### config.mk
export PLATFORM = sky130hd
export DESIGN_NAME = btb_branch_predictor
export DESIGN_NICKNAME = d
export VERILOG_FILES = /design/src/rtl/btb_branch_predictor.sv
export SDC_FILE = /design/constraint.sdc
export NUM_CORES = 2
export LEC_CHECK = 0
export CAP_MARGIN = 10
export CORE_MARGIN = 3
export CORE_UTILIZATION = 35
export CTS_CLUSTER_SIZE = 30
export DETAILED_ROUTE_END_ITERATION = 7
export SETUP_SLACK_MARGIN = 0.15
export SYNTH_ARGS = -nofsm -noshare
export SYNTH_HDL_FRONTEND = slang
export SYNTH_SLANG_ARGS = --single-unit
export TNS_END_PERCENT = 50
### constraint.sdc
create_clock -name clk -period 7.9 [get_ports clk]
set_input_delay 1.58 -clock clk [delete_from_list [all_inputs] [get_ports clk]]
set_output_delay 1.58 -clock clk [all_outputs]
set_load 0.005 [all_outputs]
### src/rtl/btb_branch_predictor.sv
// Direct-mapped branch target buffer with per-entry saturating counters.
// It also registers the EX redirect, counts mispredicts and runs a table-flush sweep.
module btb_branch_predictor #(
  parameter int unsigned DBITS     = 32,
  parameter int unsigned INSTSIZE  = 4,
  parameter int unsigned INDEXBITS = 4,
  parameter int unsigned TAGBITS   = 10,
  parameter int unsigned CTRBITS   = 2,
  parameter int unsigned CNTBITS   = 16
) (
  input  logic               clk,
  input  logic               RESET_N,
  input  logic [DBITS-1:0]   pc_FE,
  output logic [DBITS-1:0]   pcpred_FE,
  output logic               predtaken_FE,
  input  logic               upd_valid,
  input  logic [DBITS-1:0]   upd_pc,
  input  logic [DBITS-1:0]   upd_predpc,
  input  logic               upd_is_br,
  input  logic               upd_is_jmp,
  input  logic               upd_taken,
  input  logic [DBITS-1:0]   upd_target,
  input  logic               flush_req,
  output logic               busy,
  output logic               mispred_EX,
  output logic [DBITS-1:0]   pcgood_EX,
  output logic [CNTBITS-1:0] mispred_cnt
);

  localparam int unsigned ENTRIES = 1 << INDEXBITS;
  localparam logic [CTRBITS-1:0] CtrMax       = '1;
  localparam logic [CTRBITS-1:0] CtrWeakTaken = CTRBITS'(1 << (CTRBITS - 1));
  localparam logic [CTRBITS-1:0] CtrWeakNot   = CTRBITS'((1 << (CTRBITS - 1)) - 1);
  localparam logic [DBITS-1:0]   Inc          = DBITS'(INSTSIZE);
  localparam logic [INDEXBITS-1:0] LastIdx    = INDEXBITS'(ENTRIES - 1);

  typedef enum logic [0:0] {StIdle, StFlush} state_e;

  state_e               state_q, state_d;
  logic [INDEXBITS-1:0] ptr_q, ptr_d;
  logic                 flush_start;

  logic                 valid_q  [ENTRIES];
  logic [TAGBITS-1:0]   tag_q    [ENTRIES];
  logic [DBITS-1:0]     target_q [ENTRIES];
  logic                 jmp_q    [ENTRIES];
  logic [CTRBITS-1:0]   ctr_q    [ENTRIES];

  // Fetch-side lookup
  logic [INDEXBITS-1:0] fe_idx;
  logic [TAGBITS-1:0]   fe_tag;
  logic                 fe_hit;

  assign fe_idx = pc_FE[INDEXBITS+1:2];
  assign fe_tag = pc_FE[TAGBITS+INDEXBITS+1:INDEXBITS+2];
  assign busy   = (state_q == StFlush);
  assign fe_hit = valid_q[fe_idx] && (tag_q[fe_idx] == fe_tag) && !busy;

  assign predtaken_FE = fe_hit && (jmp_q[fe_idx] || ctr_q[fe_idx][CTRBITS-1]);
  assign pcpred_FE    = predtaken_FE ? target_q[fe_idx] : pc_FE + Inc;

  // EX-side update of the single indexed entry
  logic [INDEXBITS-1:0] up_idx;
  logic [TAGBITS-1:0]   up_tag;
  logic                 up_hit, up_ctl, upd_en;
  logic                 wr_en;
  logic                 n_valid, n_jmp;
  logic [TAGBITS-1:0]   n_tag;
  logic [DBITS-1:0]     n_tgt;
  logic [CTRBITS-1:0]   n_ctr;

  assign up_idx = upd_pc[INDEXBITS+1:2];
  assign up_tag = upd_pc[TAGBITS+INDEXBITS+1:INDEXBITS+2];
  assign up_hit = valid_q[up_idx] && (tag_q[up_idx] == up_tag);
  assign up_ctl = upd_is_br || upd_is_jmp;
  assign upd_en = upd_valid && !busy && !flush_req;

  always_comb begin
    wr_en   = 1'b0;
    n_valid = valid_q[up_idx];
    n_tag   = tag_q[up_idx];
    n_tgt   = target_q[up_idx];
    n_jmp   = jmp_q[up_idx];
    n_ctr   = ctr_q[up_idx];
    if (upd_en) begin
      if (up_ctl) begin
        if (up_hit) begin
          wr_en = 1'b1;
          if (upd_is_jmp) begin
            n_ctr = CtrMax;
            n_jmp = 1'b1;
          end else if (upd_taken) begin
            if (n_ctr != CtrMax) n_ctr = n_ctr + CTRBITS'(1);
          end else begin
            if (n_ctr != '0) n_ctr = n_ctr - CTRBITS'(1);
          end
          if (upd_taken) n_tgt = upd_target;
        end else if (upd_taken) begin
          wr_en   = 1'b1;
          n_valid = 1'b1;
          n_tag   = up_tag;
          n_tgt   = upd_target;
          n_jmp   = upd_is_jmp;
          n_ctr   = CtrWeakTaken;
        end
      end else if (up_hit) begin
        // A non-control instruction hitting an entry means a stale alias; drop it.
        wr_en   = 1'b1;
        n_valid = 1'b0;
      end
    end
  end

  always_ff @(posedge clk or negedge RESET_N) begin
    if (!RESET_N) begin
      for (int i = 0; i < ENTRIES; i++) begin
        valid_q[i]  <= 1'b0;
        tag_q[i]    <= '0;
        target_q[i] <= '0;
        jmp_q[i]    <= 1'b0;
        ctr_q[i]    <= CtrWeakNot;
      end
    end else if (busy) begin
      valid_q[ptr_q] <= 1'b0;
    end else if (wr_en) begin
      valid_q[up_idx]  <= n_valid;
      tag_q[up_idx]    <= n_tag;
      target_q[up_idx] <= n_tgt;
      jmp_q[up_idx]    <= n_jmp;
      ctr_q[up_idx]    <= n_ctr;
    end
  end

  // Flush sweep FSM
  always_comb begin
    state_d     = state_q;
    ptr_d       = ptr_q;
    flush_start = 1'b0;
    unique case (state_q)
      StIdle: begin
        if (flush_req) begin
          state_d     = StFlush;
          ptr_d       = '0;
          flush_start = 1'b1;
        end
      end
      StFlush: begin
        ptr_d = ptr_q + INDEXBITS'(1);
        if (ptr_q == LastIdx) state_d = StIdle;
      end
      default: state_d = StIdle;
    endcase
  end

  always_ff @(posedge clk or negedge RESET_N) begin
    if (!RESET_N) begin
      state_q <= StIdle;
      ptr_q   <= '0;
    end else begin
      state_q <= state_d;
      ptr_q   <= ptr_d;
    end
  end

  // Mispredict detection runs regardless of flush state
  logic [DBITS-1:0]   actual;
  logic               mispred_d;
  logic [CNTBITS-1:0] cnt_d;

  assign actual    = (up_ctl && upd_taken) ? upd_target : upd_pc + Inc;
  assign mispred_d = upd_valid && (actual != upd_predpc);

  always_comb begin
    cnt_d = mispred_cnt;
    if (flush_start) begin
      cnt_d = '0;
    end else if (mispred_d && (mispred_cnt != '1)) begin
      cnt_d = mispred_cnt + CNTBITS'(1);
    end
  end

  always_ff @(posedge clk or negedge RESET_N) begin
    if (!RESET_N) begin
      mispred_EX  <= 1'b0;
      pcgood_EX   <= '0;
      mispred_cnt <= '0;
    end else begin
      mispred_EX  <= mispred_d;
      pcgood_EX   <= actual;
      mispred_cnt <= cnt_d;
    end
  end

endmodule

After elaboration in Yosys (flattened, before gate mapping)
Index checks and enable logic that the tools add are counted.

word-level totals
  register bits = 790
  output and inout port bits = 83

operators by class
  multiplexer cells = 87
  reductions and logical operators = 19
  equality and inequality tests = 7
  bitwise logic cells = 6
  $add $sub $neg = 6
  magnitude comparators = 5

operators with widths
  kind                     number
  $bwmux W512              1
  $mux W32                 10
  $bmux W32 S4             2
  $bwmux W160              1
  $demux W32 S4            1
  $mux W10                 9
  $bmux W10 S4             2
  $add A32 B3 Y32 const B  2
  $mux W16                 4
  $demux W10 S4            1
  $bwmux W16               2
  $bwmux W32               1
  $ne A32 B32 Y1           1
  $mux W1                  28
  $mux W2                  13
  $eq A10 B10 Y1           2
  $add A16 B1 Y16 const B  1
  $and A16 B16 Y16         1
  $bmux W1 S4              4
  $bmux W2 S4              2
  $ne A16 B16 Y1 const B   1
  $not A16 Y16             1
  $ge A5 B5 Y1 const B     3
  $not A4 Y5               3
  other kinds (17)         34

Logic depth before layout (Yosys ltp)
  depth in word-level cells = 12
  depth in mapped cells = 16
  gate-level depth less buffers = 11

Worst setup path after synthesis
OpenSTA, ideal clock, no wires.

  kind = input -> output
  from = input pc_FE[2]
  to = output pcpred_FE[24]
  data arrival time = 4875 ps
  slack = 1445 ps
  required time = 6320 ps
  stages on the path = 11
  cells stage by stage = buf_2 > buf_2 > buf_1 > mux4_2 > mux4_2 > xnor2_1 > nand2_1 > nor4_2 > clkbuf_1 > nand2_1 > o21ai_0

between the ends
  cells in the longest elaborated chain, start to end = 9

RTL lines
  item                                         line    source
  start, declared                              13      input logic [DBITS-1:0] pc_FE,
  $not A4 Y5 (not written as such) *           57, 59
  $bmux W10 S4                                 57      assign fe_hit = valid_q[fe_idx] && (tag_q[fe_idx] == fe_tag) && !busy;
  $mux W10 (not written as such) (2 in a row)  57
  $eq A10 B10 Y1                               57
  $logic_and A1 B1 Y1 (2 in a row)             57
  $logic_and A1 B1 Y1 *                        59      assign predtaken_FE = fe_hit && (jmp_q[fe_idx] || ctr_q[fe_idx][CTRBITS-1]);
  via predtaken_FE                             15      output logic predtaken_FE,
  $mux W32 *                                   60      assign pcpred_FE = predtaken_FE ? target_q[fe_idx] : pc_FE + Inc;
  end, declared                                14      output logic [DBITS-1:0] pcpred_FE,

Mark *: on every way through the listed nets, which the timed path passes. The rest lies on a longest branch. The select of a mux whose other input is x is not followed.

Worst setup path after layout
  from = input pc_FE[2]
  to = output pcpred_FE[31]

between the ends
  cells in the longest elaborated chain, start to end = 9

RTL lines
  item                                         line
  $not A4 Y5 (not written as such)             57, 59, 60
  $bmux W10 S4                                 57
  $mux W10 (not written as such) (2 in a row)  57
  $eq A10 B10 Y1                               57
  $logic_and A1 B1 Y1 (2 in a row)             57
  $logic_and A1 B1 Y1                          59
  $mux W32 *                                   60

Mark *: on every way between the ends. The rest lies on a longest branch, timed or not. The select of a mux whose other input is x is not followed.

==> impl_summary.md <==
Critical path
The worst register-to-register path begins at tag_q[59]. The launching element of the worst setup path is pc_FE[2]. Along the worst path, the maximum fanout reaches between 50 and 60. The data required time of the critical path is 6.32 ns. The worst setup path is captured at a primary output.

STA puts the critical path data arrival time at 5.82 ns. The type of the setup path with the least slack is primary input to primary output. STA classifies the critical path startpoint as a primary input.

Floorplan
The die covers around 130000 um^2. approximately 220 I/O pins were placed. The width of the die is 363 um. The floorplan step set the die height to between 300 and 400 um. For this configuration, the core starts out at a cell density of between 30% and 40%. The standard-cell row count is between 100 and 150. The core area is approximately 130000 um^2.

Placement
The placed wire-length estimate is between 80000 and 90000 um. The count of port buffers added during placement is between 200 and 250. OpenSTA, run right after detailed placement, puts the worst setup slack at 0.498 ns. The congestion estimate from routability-driven global placement came to around 0.89. In this run the cell area measured after placement is ~48000 um^2. The number of placed instances, taps included, is approximately 4.8k.

Synthesis
The share of synthesized registers carrying an async set or reset is 100%. The Yosys step of the flow raised 0 warnings. In this run, distinct cell masters in the synthesized netlist total 75.

Among all flip-flop cells after synthesis, the most frequent one is sky130_fd_sc_hd__dfrtp_1. The number of storage elements in the synthesis netlist is 790. The commonest cells after synthesis are sky130_fd_sc_hd__dfrtp_1, sky130_fd_sc_hd__mux2_2, sky130_fd_sc_hd__mux4_2. The number of enable flip-flop cells after synthesis is 0.

By area the synthesized netlist is led by sky130_fd_sc_hd__dfrtp_1, sky130_fd_sc_hd__mux4_2, sky130_fd_sc_hd__mux2_2. For this run, the register share of the synthesized area comes to 44.4%. The cell count after synthesis came out at about 3.2k. The post-synth net total is 3298. The dominant cell by count in the synthesized netlist is sky130_fd_sc_hd__dfrtp_1. The leading area contributor after synthesis is sky130_fd_sc_hd__dfrtp_1. Summed over its instances, the top area cell type makes up a little over two fifths of the synthesized netlist area. The cell area after synthesis is 44600 um^2.

Averaged over all synthesized cells, the footprint is between 10 and 15 um^2.

Run status
The flow ran to the end, and the final reports show no timing, DRC or antenna violations.

Routing
The number of routed nets with antenna violations is 0. The via count normalized by instance count is ~5.9. The DRC violations left is 0. The detailed-route wire length per cell is roughly 28 um.

The detailed router placed roughly 30k vias in this run. The first routing iteration left 2857 violations. The first detailed-routing pass took 6 iterations.

After detailed routing, the total wire length is roughly 140000 um.

Hold path
The path class of the tightest hold or removal check is register to register. The critical hold path startpoint is target_q[436].

GRT
The number of global-route vias before repair is between 30k and 40k. The overall fraction of global-route tracks in use is between 20% and 30%. The maximum number of pins on one net before global-route repair is roughly 170. The residual overflow from global routing is 0. The number of antenna violations at the first check in global routing is 11. The global-route wire length before repair is roughly 210000 um.

Clock network
Buffers inserted to repair hold after CTS numbered 0. The cell sitting at the root of the clock tree is a sky130_fd_sc_hd__clkbuf_16. The clock-pin slew on the worst setup and hold paths is roughly 0.060 ns.

Clock tree synthesis inserted a total of 90 buffers. Clock tree synthesis found a total of ~800 sinks. The buffer depth of the longest clock path is 3. TritonCTS built the clock tree.

Gates resized during post-CTS repair numbered 0. The number of H-tree levels is 3. The buffer count from post-CTS setup fixing is 0.

For the worst-skew pair, the clock arrives at the later sink with an insertion delay of roughly 0.67 ns.

STA
The final count of pins violating max slew came to 0. The post-route setup TNS is 0 ns. The worst path meets setup with a little under 0.5 ns of slack. Subtracting the final worst setup slack from the clock period gives approximately 7.4 ns. In this run the tightest slew margin relative to its limit is between 10% and 20%. The count of endpoints failing hold in the final timing report came to 0.

The number of setup violations in the final report is 0. The worst path uses a little over nine tenths of the clock period. Setup repair after global routing left no endpoint under its margin. For this run, the top clock speed supported by timing is 135 MHz.

The worst-margin pin slew is ~1.2 ns. The final clock skew is about 0.036 ns.

Cells and area
After the flow finishes, the layout carries non-filler instances totaling about 5.0k. In the final layout, the share of cells above drive strength 1 is approximately 43%. The finished cells cover between 50000 and 60000 um^2.

After the last flow step, the layout net total stands at around 3.4k. The area growth from synthesis to layout is 15.7%.

Job
Max-cap violations in this run came to 0.

Pwr
The power per cell area is approximately 190 nW/um^2. The peak supply drop is between 0.15 and 0.2 mV. The analysis attributes to cell leakage a power of between 20 and 25 nW.
[cell type report]
type | instances | area [um^2]
antenna | 4 | 10.0
inverter | 38 | 143
clock inverter | 35 | 510
clock buffer | 128 | 2630
fill | 11559 | 74500
tap | 1650 | 2060
multi-input combinational | 2053 | 23400
sequential | 790 | 19800
timing repair buffer | 298 | 3010
[per-layer routing]
layer	global-route usage (%)	wire length, um	vias up
met4	6.14	4330	4
li1	-	-	12310
met5	0	26	-
met3	3.94	9660	262
met1	30.8	63300	15935
met2	33.0	64700	1088
[where the power goes]
| group | internal (mW) | leakage (nW) | total, mW | switching, mW |
|---|---|---|---|---|
| Sequential | 4.13 | 10.9 | 4.21 | 0.0838 |
| Combinational | 0.394 | 10.0 | 0.991 | 0.597 |
| Clock | 2.68 | 1.55 | 4.47 | 1.79 |
| Total | 7.20 | 22.5 | 9.67 | 2.47 |
[through the flow]
step / utilization (%) / total power [mW] / hold WS (ns)
2_1_floorplan: - / 4.78 / 0.470
3_3_place_gp: 38.4 / 5.27 / 0.489
3_5_place_dp: 38.4 / 5.28 / 0.497
4_1_cts: 40.9 / 9.76 / 0.505
5_1_grt: 40.9 / 10.0 / 0.528
6_report: 40.9 / 9.67 / 0.503
[final timing paths]
| path | endpoint | slack, ns | cells after the start |
|---|---|---|---|
| setup reg to reg | target_q[229] | 3.15 | 10 |
| min in group asynchronous | target_q[140] | 0.93 | 1 |
| max in group asynchronous | tag_q[158] | 5.50 | 2 |
| hold reg to reg | target_q[436] | 0.50 | 1 |
| hold / removal | target_q[436] | 0.50 | 1 |
| setup / recovery | pcpred_FE[31] | 0.50 | 9 |
[cell families after synthesis]
family / count (synthesis) / share of synthesized area (%)
flip-flops: 790 / 44.4
AND/OR/NAND/NOR: 491 / 5.54
buffers and inverters: 310 / 3.27
XOR/XNOR: 106 / 2.08
multiplexers: 1206 / 41.1
AO/OA/AOI/OAI: 240 / 3.36
adder cells (fa/ha/maj): 10 / 0.281
[worst max-delay path: stages]
cell                              delay [ns]
sky130_fd_sc_hd__buf_8                  0.48
sky130_fd_sc_hd__mux4_2                 0.59
sky130_fd_sc_hd__mux4_2                 0.49
sky130_fd_sc_hd__xnor2_1                0.27
sky130_fd_sc_hd__nand2_1                0.15
sky130_fd_sc_hd__a2111oi_0              0.37
sky130_fd_sc_hd__nand3_1                0.50
sky130_fd_sc_hd__a21oi_1                0.67
sky130_fd_sc_hd__clkdlybuf4s50_1        0.63
[state kept, by name, summed over array words and instances (netlist names)]
signal,flops
jmp_q,16
target_q,512
mispred_cnt,16
valid_q,16
tag_q,160
mispred_EX,1
busy,1
ctr_q,32
ptr_q,4
pcgood_EX,32
[placed cells by master (no fill, tap or decap), types with 10 or more instances in the layout]
master / n
sky130_fd_sc_hd__o21ai_0: 107
sky130_fd_sc_hd__inv_1: 37
sky130_fd_sc_hd__bufinv_16: 11
sky130_fd_sc_hd__clkinv_2: 16
sky130_fd_sc_hd__o211ai_1: 26
sky130_fd_sc_hd__nand2b_1: 17
sky130_fd_sc_hd__xnor2_1: 65
sky130_fd_sc_hd__clkdlybuf4s50_1: 208
sky130_fd_sc_hd__ha_1: 10
sky130_fd_sc_hd__nand2_1: 215
sky130_fd_sc_hd__xor2_1: 41
sky130_fd_sc_hd__buf_4: 66
sky130_fd_sc_hd__o31ai_1: 13
sky130_fd_sc_hd__nand4_1: 22
sky130_fd_sc_hd__nor2_1: 50
sky130_fd_sc_hd__clkbuf_16: 92
sky130_fd_sc_hd__buf_12: 17
sky130_fd_sc_hd__nand3_1: 41
sky130_fd_sc_hd__clkbuf_8: 20
sky130_fd_sc_hd__dfrtp_1: 774
sky130_fd_sc_hd__mux2_2: 732
sky130_fd_sc_hd__dfstp_2: 16
sky130_fd_sc_hd__and3_1: 20
sky130_fd_sc_hd__nor3_1: 25
sky130_fd_sc_hd__mux2i_1: 46
sky130_fd_sc_hd__mux4_2: 425
sky130_fd_sc_hd__or4_1: 10
sky130_fd_sc_hd__clkbuf_1: 17
sky130_fd_sc_hd__nor4_1: 14
sky130_fd_sc_hd__nor2b_1: 10
sky130_fd_sc_hd__a21oi_1: 28
Note: power is estimated with default switching activity, not from simulation.
